`config.mk`:
```
export PLATFORM = sky130hd
export DESIGN_NAME = cpu_v2_core
export DESIGN_NICKNAME = d
export VERILOG_FILES = /design/src/rtl/cpu_v2_pkg.sv /design/src/rtl/cpu_v2_alu.sv /design/src/rtl/cpu_v2_core.sv
export SDC_FILE = /design/constraint.sdc
export NUM_CORES = 1
export LEC_CHECK = 0
export ABC_CLOCK_PERIOD_IN_PS = 4700
export BUFFER_PORTS_ARGS = -buffer_cell sky130_fd_sc_hd__buf_2
export CAP_MARGIN = 40
export CORE_MARGIN = 10
export CORE_UTILIZATION = 50
export DETAILED_ROUTE_END_ITERATION = 6
export PLACE_DENSITY = 0.69
export SYNTH_ARGS = -nofsm -noshare
export SYNTH_HDL_FRONTEND = slang
export SYNTH_HIERARCHICAL = 1
export SYNTH_SLANG_ARGS = --single-unit
```
`constraint.sdc`:
```
create_clock -name clk -period 4.7 [get_ports clk]
set_clock_uncertainty 0.15 [all_clocks]
set_input_delay 0.47 -clock clk [delete_from_list [all_inputs] [get_ports clk]]
set_output_delay 0.47 -clock clk [all_outputs]
set_load 0.03 [all_outputs]
```
`src/rtl/cpu_v2_pkg.sv`:
```
// cpu_v2_pkg: opcode and state encodings shared by the cpu_v2 core and its ALU.
// Revision: 1.0
`default_nettype none

package cpu_v2_pkg;

  localparam int OPCODE_BASE_WIDTH = 4;

  typedef enum logic [OPCODE_BASE_WIDTH-1:0] {
    OP_NOP    = 4'h0,
    OP_LDI    = 4'h1,
    OP_ADD    = 4'h2,
    OP_SUB    = 4'h3,
    OP_AND    = 4'h4,
    OP_OR     = 4'h5,
    OP_XOR    = 4'h6,
    OP_ADDI   = 4'h7,
    OP_IN     = 4'h8,
    OP_OUT    = 4'h9,
    OP_JZ     = 4'hA,
    OP_JMP    = 4'hB,
    OP_HALT   = 4'hC,
    OP_RSVD_D = 4'hD,
    OP_RSVD_E = 4'hE,
    OP_RSVD_F = 4'hF
  } opcode_e;

  typedef enum logic [2:0] {
    ST_FETCH    = 3'd0,
    ST_EXEC     = 3'd1,
    ST_WAIT_IN  = 3'd2,
    ST_WAIT_OUT = 3'd3,
    ST_HALT     = 3'd4
  } state_e;

  // Opcodes wider than the base encoding execute as NOP when any upper bit is set.
  function automatic opcode_e decode_op(input logic [OPCODE_BASE_WIDTH-1:0] low,
                                        input logic upper_nonzero);
    return upper_nonzero ? OP_NOP : opcode_e'(low);
  endfunction

endpackage

`default_nettype wire

```
`src/rtl/cpu_v2_alu.sv`:
```
// cpu_v2_alu: combinational ALU producing result, carry/borrow and zero.
// Revision: 1.0
`default_nettype none

module cpu_v2_alu
  import cpu_v2_pkg::*;
#(
  parameter int BUS_WIDTH = 8
) (
  input  opcode_e              op_i,
  input  logic [BUS_WIDTH-1:0] a_i,
  input  logic [BUS_WIDTH-1:0] b_i,
  output logic [BUS_WIDTH-1:0] result_o,
  output logic                 carry_o,
  output logic                 zero_o
);

  logic [BUS_WIDTH:0] sum;
  logic [BUS_WIDTH:0] diff;

  // The extra top bit is carry-out for addition and borrow (a<b) for subtraction.
  assign sum  = {1'b0, a_i} + {1'b0, b_i};
  assign diff = {1'b0, a_i} - {1'b0, b_i};

  always_comb begin
    result_o = '0;
    carry_o  = 1'b0;
    case (op_i)
      OP_ADD, OP_ADDI: {carry_o, result_o} = sum;
      OP_SUB:          {carry_o, result_o} = diff;
      OP_AND:          result_o = a_i & b_i;
      OP_OR:           result_o = a_i | b_i;
      OP_XOR:          result_o = a_i ^ b_i;
      default:         ;
    endcase
  end

  assign zero_o = (result_o == '0);

endmodule

`default_nettype wire

```
`src/rtl/cpu_v2_core.sv`:
```
// cpu_v2_core: multi-cycle CPU with external combinational program ROM and
// ready/valid I/O ports. Revision: 1.0
`default_nettype none

module cpu_v2_core
  import cpu_v2_pkg::*;
#(
  parameter int BUS_WIDTH        = 8,
  parameter int REG_ADDR_WIDTH   = 3,
  parameter int INSTR_ADDR_WIDTH = 8,
  parameter int OPCODE_WIDTH     = 4,
  parameter int INSTR_WIDTH      = OPCODE_WIDTH + REG_ADDR_WIDTH + BUS_WIDTH
) (
  input  logic                        clk,
  input  logic                        n_reset,
  output logic [INSTR_ADDR_WIDTH-1:0] imem_addr,
  input  logic [INSTR_WIDTH-1:0]      imem_data,
  input  logic [BUS_WIDTH-1:0]        in_data,
  input  logic                        in_valid,
  output logic                        in_ready,
  output logic [BUS_WIDTH-1:0]        out_data,
  output logic                        out_valid,
  input  logic                        out_ready,
  output logic                        halted,
  output logic [1:0]                  flags
);

  localparam int RA    = REG_ADDR_WIDTH;
  localparam int NREGS = 1 << RA;
  localparam int RD_HI = INSTR_WIDTH - OPCODE_WIDTH - 1;

  state_e                        state_q, state_d;
  logic [INSTR_ADDR_WIDTH-1:0]   pc_q, pc_d;
  logic [INSTR_WIDTH-1:0]        ir_q, ir_d;
  logic [BUS_WIDTH-1:0]          regs_q [NREGS];
  logic [BUS_WIDTH-1:0]          regs_d [NREGS];
  logic [1:0]                    flags_q, flags_d;
  logic [BUS_WIDTH-1:0]          out_data_q, out_data_d;
  logic                          out_valid_q, out_valid_d;
  logic                          in_ready_q, in_ready_d;

  logic [OPCODE_WIDTH-1:0]       opc;
  logic                          opc_upper_nz;
  opcode_e                       op;
  logic [RA-1:0]                 rd, ra, rb;
  logic [BUS_WIDTH-1:0]          imm;
  logic [BUS_WIDTH-1:0]          rd_val, ra_val, rb_val;
  logic [INSTR_ADDR_WIDTH-1:0]   pc_inc, jmp_target;
  logic [BUS_WIDTH-1:0]          alu_a, alu_b, alu_res;
  logic                          alu_c, alu_z;
  logic                          wr_en;
  logic [RA-1:0]                 wr_addr;
  logic [BUS_WIDTH-1:0]          wr_data;

  assign opc = ir_q[INSTR_WIDTH-1 -: OPCODE_WIDTH];
  assign rd  = ir_q[RD_HI -: RA];
  assign imm = ir_q[BUS_WIDTH-1:0];
  assign ra  = imm[2*RA-1 -: RA];
  assign rb  = imm[RA-1:0];

  generate
    if (OPCODE_WIDTH > OPCODE_BASE_WIDTH) begin : g_wide_opcode
      assign opc_upper_nz = |opc[OPCODE_WIDTH-1:OPCODE_BASE_WIDTH];
    end else begin : g_base_opcode
      assign opc_upper_nz = 1'b0;
    end
  endgenerate

  assign op = decode_op(opc[OPCODE_BASE_WIDTH-1:0], opc_upper_nz);

  // r0 is never written and is cleared by reset, so it always reads zero.
  assign rd_val = regs_q[rd];
  assign ra_val = regs_q[ra];
  assign rb_val = regs_q[rb];

  assign pc_inc     = pc_q + INSTR_ADDR_WIDTH'(1);
  assign jmp_target = imm[INSTR_ADDR_WIDTH-1:0];

  assign alu_a = (op == OP_ADDI) ? rd_val : ra_val;
  assign alu_b = (op == OP_ADDI) ? imm    : rb_val;

  cpu_v2_alu #(
    .BUS_WIDTH (BUS_WIDTH)
  ) u_alu (
    .op_i     (op),
    .a_i      (alu_a),
    .b_i      (alu_b),
    .result_o (alu_res),
    .carry_o  (alu_c),
    .zero_o   (alu_z)
  );

  always_comb begin
    state_d     = state_q;
    pc_d        = pc_q;
    ir_d        = ir_q;
    flags_d     = flags_q;
    out_data_d  = out_data_q;
    out_valid_d = out_valid_q;
    in_ready_d  = in_ready_q;
    wr_en       = 1'b0;
    wr_addr     = rd;
    wr_data     = alu_res;
    regs_d      = regs_q;

    case (state_q)
      ST_FETCH: begin
        ir_d    = imem_data;
        state_d = ST_EXEC;
      end
      ST_EXEC: begin
        pc_d    = pc_inc;
        state_d = ST_FETCH;
        case (op)
          OP_LDI: begin
            wr_en   = 1'b1;
            wr_data = imm;
          end
          OP_ADD, OP_SUB, OP_AND, OP_OR, OP_XOR, OP_ADDI: begin
            wr_en   = 1'b1;
            flags_d = {alu_c, alu_z};
          end
          OP_IN: begin
            pc_d       = pc_q;
            in_ready_d = 1'b1;
            state_d    = ST_WAIT_IN;
          end
          OP_OUT: begin
            pc_d        = pc_q;
            out_data_d  = ra_val;
            out_valid_d = 1'b1;
            state_d     = ST_WAIT_OUT;
          end
          OP_JZ:   if (rd_val == '0) pc_d = jmp_target;
          OP_JMP:  pc_d = jmp_target;
          OP_HALT: begin
            pc_d    = pc_q;
            state_d = ST_HALT;
          end
          default: ;
        endcase
      end
      ST_WAIT_IN: begin
        if (in_valid && in_ready_q) begin
          wr_en      = 1'b1;
          wr_data    = in_data;
          pc_d       = pc_inc;
          in_ready_d = 1'b0;
          state_d    = ST_FETCH;
        end
      end
      ST_WAIT_OUT: begin
        if (out_ready) begin
          pc_d        = pc_inc;
          out_valid_d = 1'b0;
          state_d     = ST_FETCH;
        end
      end
      ST_HALT: ;
      default: state_d = ST_FETCH;
    endcase

    if (wr_en && (wr_addr != '0)) regs_d[wr_addr] = wr_data;
  end

  always_ff @(posedge clk or negedge n_reset) begin
    if (!n_reset) begin
      state_q     <= ST_FETCH;
      pc_q        <= '0;
      ir_q        <= '0;
      regs_q      <= '{default: '0};
      flags_q     <= '0;
      out_data_q  <= '0;
      out_valid_q <= 1'b0;
      in_ready_q  <= 1'b0;
    end else begin
      state_q     <= state_d;
      pc_q        <= pc_d;
      ir_q        <= ir_d;
      regs_q      <= regs_d;
      flags_q     <= flags_d;
      out_data_q  <= out_data_d;
      out_valid_q <= out_valid_d;
      in_ready_q  <= in_ready_d;
    end
  end

  assign imem_addr = pc_q;
  assign in_ready  = in_ready_q;
  assign out_data  = out_data_q;
  assign out_valid = out_valid_q;
  assign halted    = (state_q == ST_HALT);
  assign flags     = flags_q;

endmodule

`default_nettype wire

```
==> metrics.md <==
| Metric | Value |
|---|---|
| Status | `complete, but fails checks` |
| Failing checks | `design-rule violations, negative hold slack` |
| CTS tree | `done` |
| Worst-path clk slew | `about 0.07 ns` |
| Non-filler instance count after layout | `around 970` |
| Sequential power share | `51.9%` |
| Root Buffer | `clkbuf_16` |
| Cell leakage power | `0.00354 uW` |
| Die X | `141 um` |
| Worst Path Max Fanout | `11` |
| Vias in the first global route | `around 6,000` |
| Syn nets | `about 800` |
| Starting Density | `around half` |
| Synth cell types | `75` |
| Gr ovfl total | `0` |
| Die area | `around 20,000 um^2` |
| IO Count | `48` |
| Total Wirelength | `21,600 um` |
| Pins Over Slew Limit | `0` |
| Post-synth EDFFs | `0` |
| Reg2reg path depth | `13` |
| Final Cell Area | `between 8000 and 9000 um^2` |
| Clock buffer depth | `2` |
| Vias per cell | `around 6.6` |
| Largest net degree at the start of global routing | `56` |
| Hold Buf Count CTS | `0` |
| Sw frac | `between 20% and 30%` |
| Site row count | `44` |
| Relative slew slack | `between 40% and 50%` |
| Post-layout min period | `between 4 and 5 ns` |
| Min Hold Slack | `-0.00765 ns` |
| Vias | `~6,300` |
| Num CTS Buffers | `9` |
| Ys flop type | `dfrtp_1` |
| Power density over the cells | `206 nW/um^2` |
| Unrepaired setup endpoints after global routing | `no` |
| Post-layout net count | `a little over 800` |
| Synth Warn # | `6` |
| Kind of critical path | `register to register` |
| Die Y-Extent | `141 um` |
| Post-CTS setup buffer count | `0` |
| Layout cell share with drive strength beyond 1 | `about a quarter` |
| WL/cell | `~22 um` |
| Drt drc | `5` |
| Synth Instances | `roughly 740` |
| Sequential area share after synthesis | `approximately 35%` |
| Max Cap Viol | `0` |
| Worst-Skew Late Latency | `between 0.3 and 0.4 ns` |
| Tcrit/Tclk final | `between 90% and 100%` |
| Peak supply drop | `about 190 uV` |
| Initial antenna violation count | `0` |
| Cts repair resizes | `0` |
| Synth Register Bits | `between 100 and 150` |
| Total clock sinks | `about 100` |
| Antenna Cells | `0` |
| DRT antenna net count | `0` |
| Internal power | `1320 uW` |
| Gate power share | `1.8%` |
| Type of the tightest min-delay check | `input pin to asynchronous set/reset pin` |
| Count of final hold-check violations | `3` |
| P&R area growth vs syn | `11.1%` |
| Fmax | `~230 MHz` |
| Buffers added on ports | `47` |
| Final setup TNS | `0 ns` |
| # setup viols final | `0` |
| Clock share of power | `between 40% and 50%` |
| Least-Margin Pin Slew | `0.875 ns` |
| Startpoint class of the critical path | `register` |
| Fill cells | `1,273` |
| Area after DPL | `7890 um^2` |
| Synth Cell Area | `7380 um^2` |
| Critical Path RT | `~4.9 ns` |
| Global Route Usage Sum | `between 20% and 30%` |
| Crit path capture type | `register` |
| NetSw | `372 uW` |
| Most common cell after layout, fill and taps aside | `dfrtp_1` |
| H-Tree Depth | `3` |
| Initial DRC count | `roughly 830` |
| Worst EP arrival | `approximately 4.5 ns` |
| DP Wirelength | `roughly 16,000 um` |
| Most frequent cells in the layout | `102 x dfrtp_1, 72 x nor2_1, 63 x nand2_1` |
| Global-route wire length before repair | `around 34,000 um` |
| Post-synth ARST share | `between 90% and 100%` |
| Cell count after placement | `949` |
| Avg Cell Area, Syn | `9.92 um^2` |
| TritonRoute pass-1 iters | `7` |
| Placer Congestion | `between 0.9 and 1` |
| Core area | `14,500 um^2` |
==> power groups by stage <==
stage	clock network (uW)	registers (uW)	logic (uW)
floorplan	0	894	0.526
global placement	0	894	30.4
detailed placement	0	894	32.1
CTS	792	877	32.1
global route	823	877	35.7
finish	781	877	30.8
==> kinds of logic (layout without fill, tap and decap cells) <==
kind of cell / after synthesis / after routing / share of synthesized area, %
simple gates: 229 / 229 / 15.5
compound gates: 195 / 195 / 16.6
buf+inv: 84 / 122 / 4.90
xor+xnor: 8 / 8 / 1.05
mux: 99 / 99 / 22.6
fa+ha+maj: 27 / 27 / 4.78
flops: 102 / 102 / 34.6
==> path summary, 6_finish.rpt <==
kind	from	end	slack, ns
max	ir_q[3]	flags[0]	0.31
min	n_reset	regs_q[17]	-0.008
max reg2reg	ir_q[3]	flags[0]	0.31
min reg2reg	regs_q[58]	regs_q[58]	0.30
max in group asynchronous	n_reset	ir_q[11]	3.28
min in group clk	imem_data[12]	ir_q[12]	0.18
==> per-layer routing <==
metal | GRT usage, % | wire, um | vias up
li1 | - | - | 2827
met1 | 29.5 | 9050 | 3130
met2 | 33.8 | 10400 | 334
met3 | 4.07 | 1730 | 41
met4 | 6.56 | 420 | 0
met5 | 0 | 0 | -
==> critical path: stages (launching register included) <==
cell and delay [ns]:
dfrtp_1 0.80, buf_4 0.29, mux4_2 0.50, mux2_2 0.30, nor2_1 0.09, a21oi_1 0.11
inv_1 0.10, ha_1 0.32, nor2_1 0.12, a2111oi_0 0.56, o311ai_1 0.22, a2111o_1 0.40
nor4_2 0.16, mux2_2 0.19
==> Yosys cell counts, types with 3 or more instances <==
cell type / n / area (um^2)
and3_1: 5 / 31.3
a221oi_1: 3 / 26.3
ha_1: 25 / 313
xor2_1: 5 / 43.8
nor2_1: 72 / 270
a22o_1: 8 / 70.1
o22ai_1: 6 / 37.5
a21oi_1: 61 / 305
nand4_1: 3 / 18.8
nor4_1: 4 / 25.0
o21ai_0: 23 / 115
a31oi_1: 6 / 37.5
clkbuf_1: 34 / 128
nor2b_1: 7 / 43.8
buf_1: 3 / 11.3
nor4_2: 3 / 37.5
nand2_1: 63 / 236
o221ai_1: 3 / 26.3
o211ai_1: 6 / 45.0
mux2i_1: 19 / 190
or3_1: 5 / 31.3
nand4b_1: 3 / 26.3
buf_6: 3 / 33.8
or2_1: 3 / 18.8
buf_2: 16 / 80.1
mux4_2: 40 / 901
and2_1: 4 / 25.0
o21bai_1: 4 / 30.0
inv_1: 27 / 101
o21ai_1: 28 / 140
a22oi_1: 3 / 22.5
dfrtp_1: 102 / 2550
or2_2: 3 / 18.8
a211oi_1: 14 / 105
nor3_1: 18 / 90.1
nand3_1: 10 / 50.1
nor3b_1: 3 / 22.5
mux4_1: 8 / 210
nand2b_1: 10 / 62.6
a21o_1: 5 / 37.5
mux2_2: 31 / 349
a2111oi_0: 4 / 35.0
==> sequential cells by signal (all words and copies together) (netlist names) <==
signal     flops
flags          2
state_q        3
ir_q          15
regs_q        64
out_valid      1
in_ready       1
out_data       8
imem_addr      8
==> final cells by class <==
type,count,area [um^2],share of cell area (%)
sequential,102,2550,31.1
tap,184,230,2.81
clock inverter,6,67.6,0.824
timing repair buffer,79,514,6.27
clock buffer,10,239,2.91
multi-input combinational,558,4490,54.8
inverter,27,101,1.24
==> stage by stage <==
| stage | utilization, % | setup slack [ns] | power (uW) |
|---|---|---|---|
| 3_5_place_dp | 54.5 | 0.365 | 926 |
| 6_report | 56.6 | 0.312 | 1690 |
| 2_1_floorplan | - | 0.712 | 895 |
| 4_1_cts | 56.6 | 0.355 | 1700 |
| 5_1_grt | 56.6 | 0.0435 | 1740 |
| 3_3_place_gp | 53.9 | 0.442 | 925 |
Note: power is estimated with default switching activity, not from simulation.
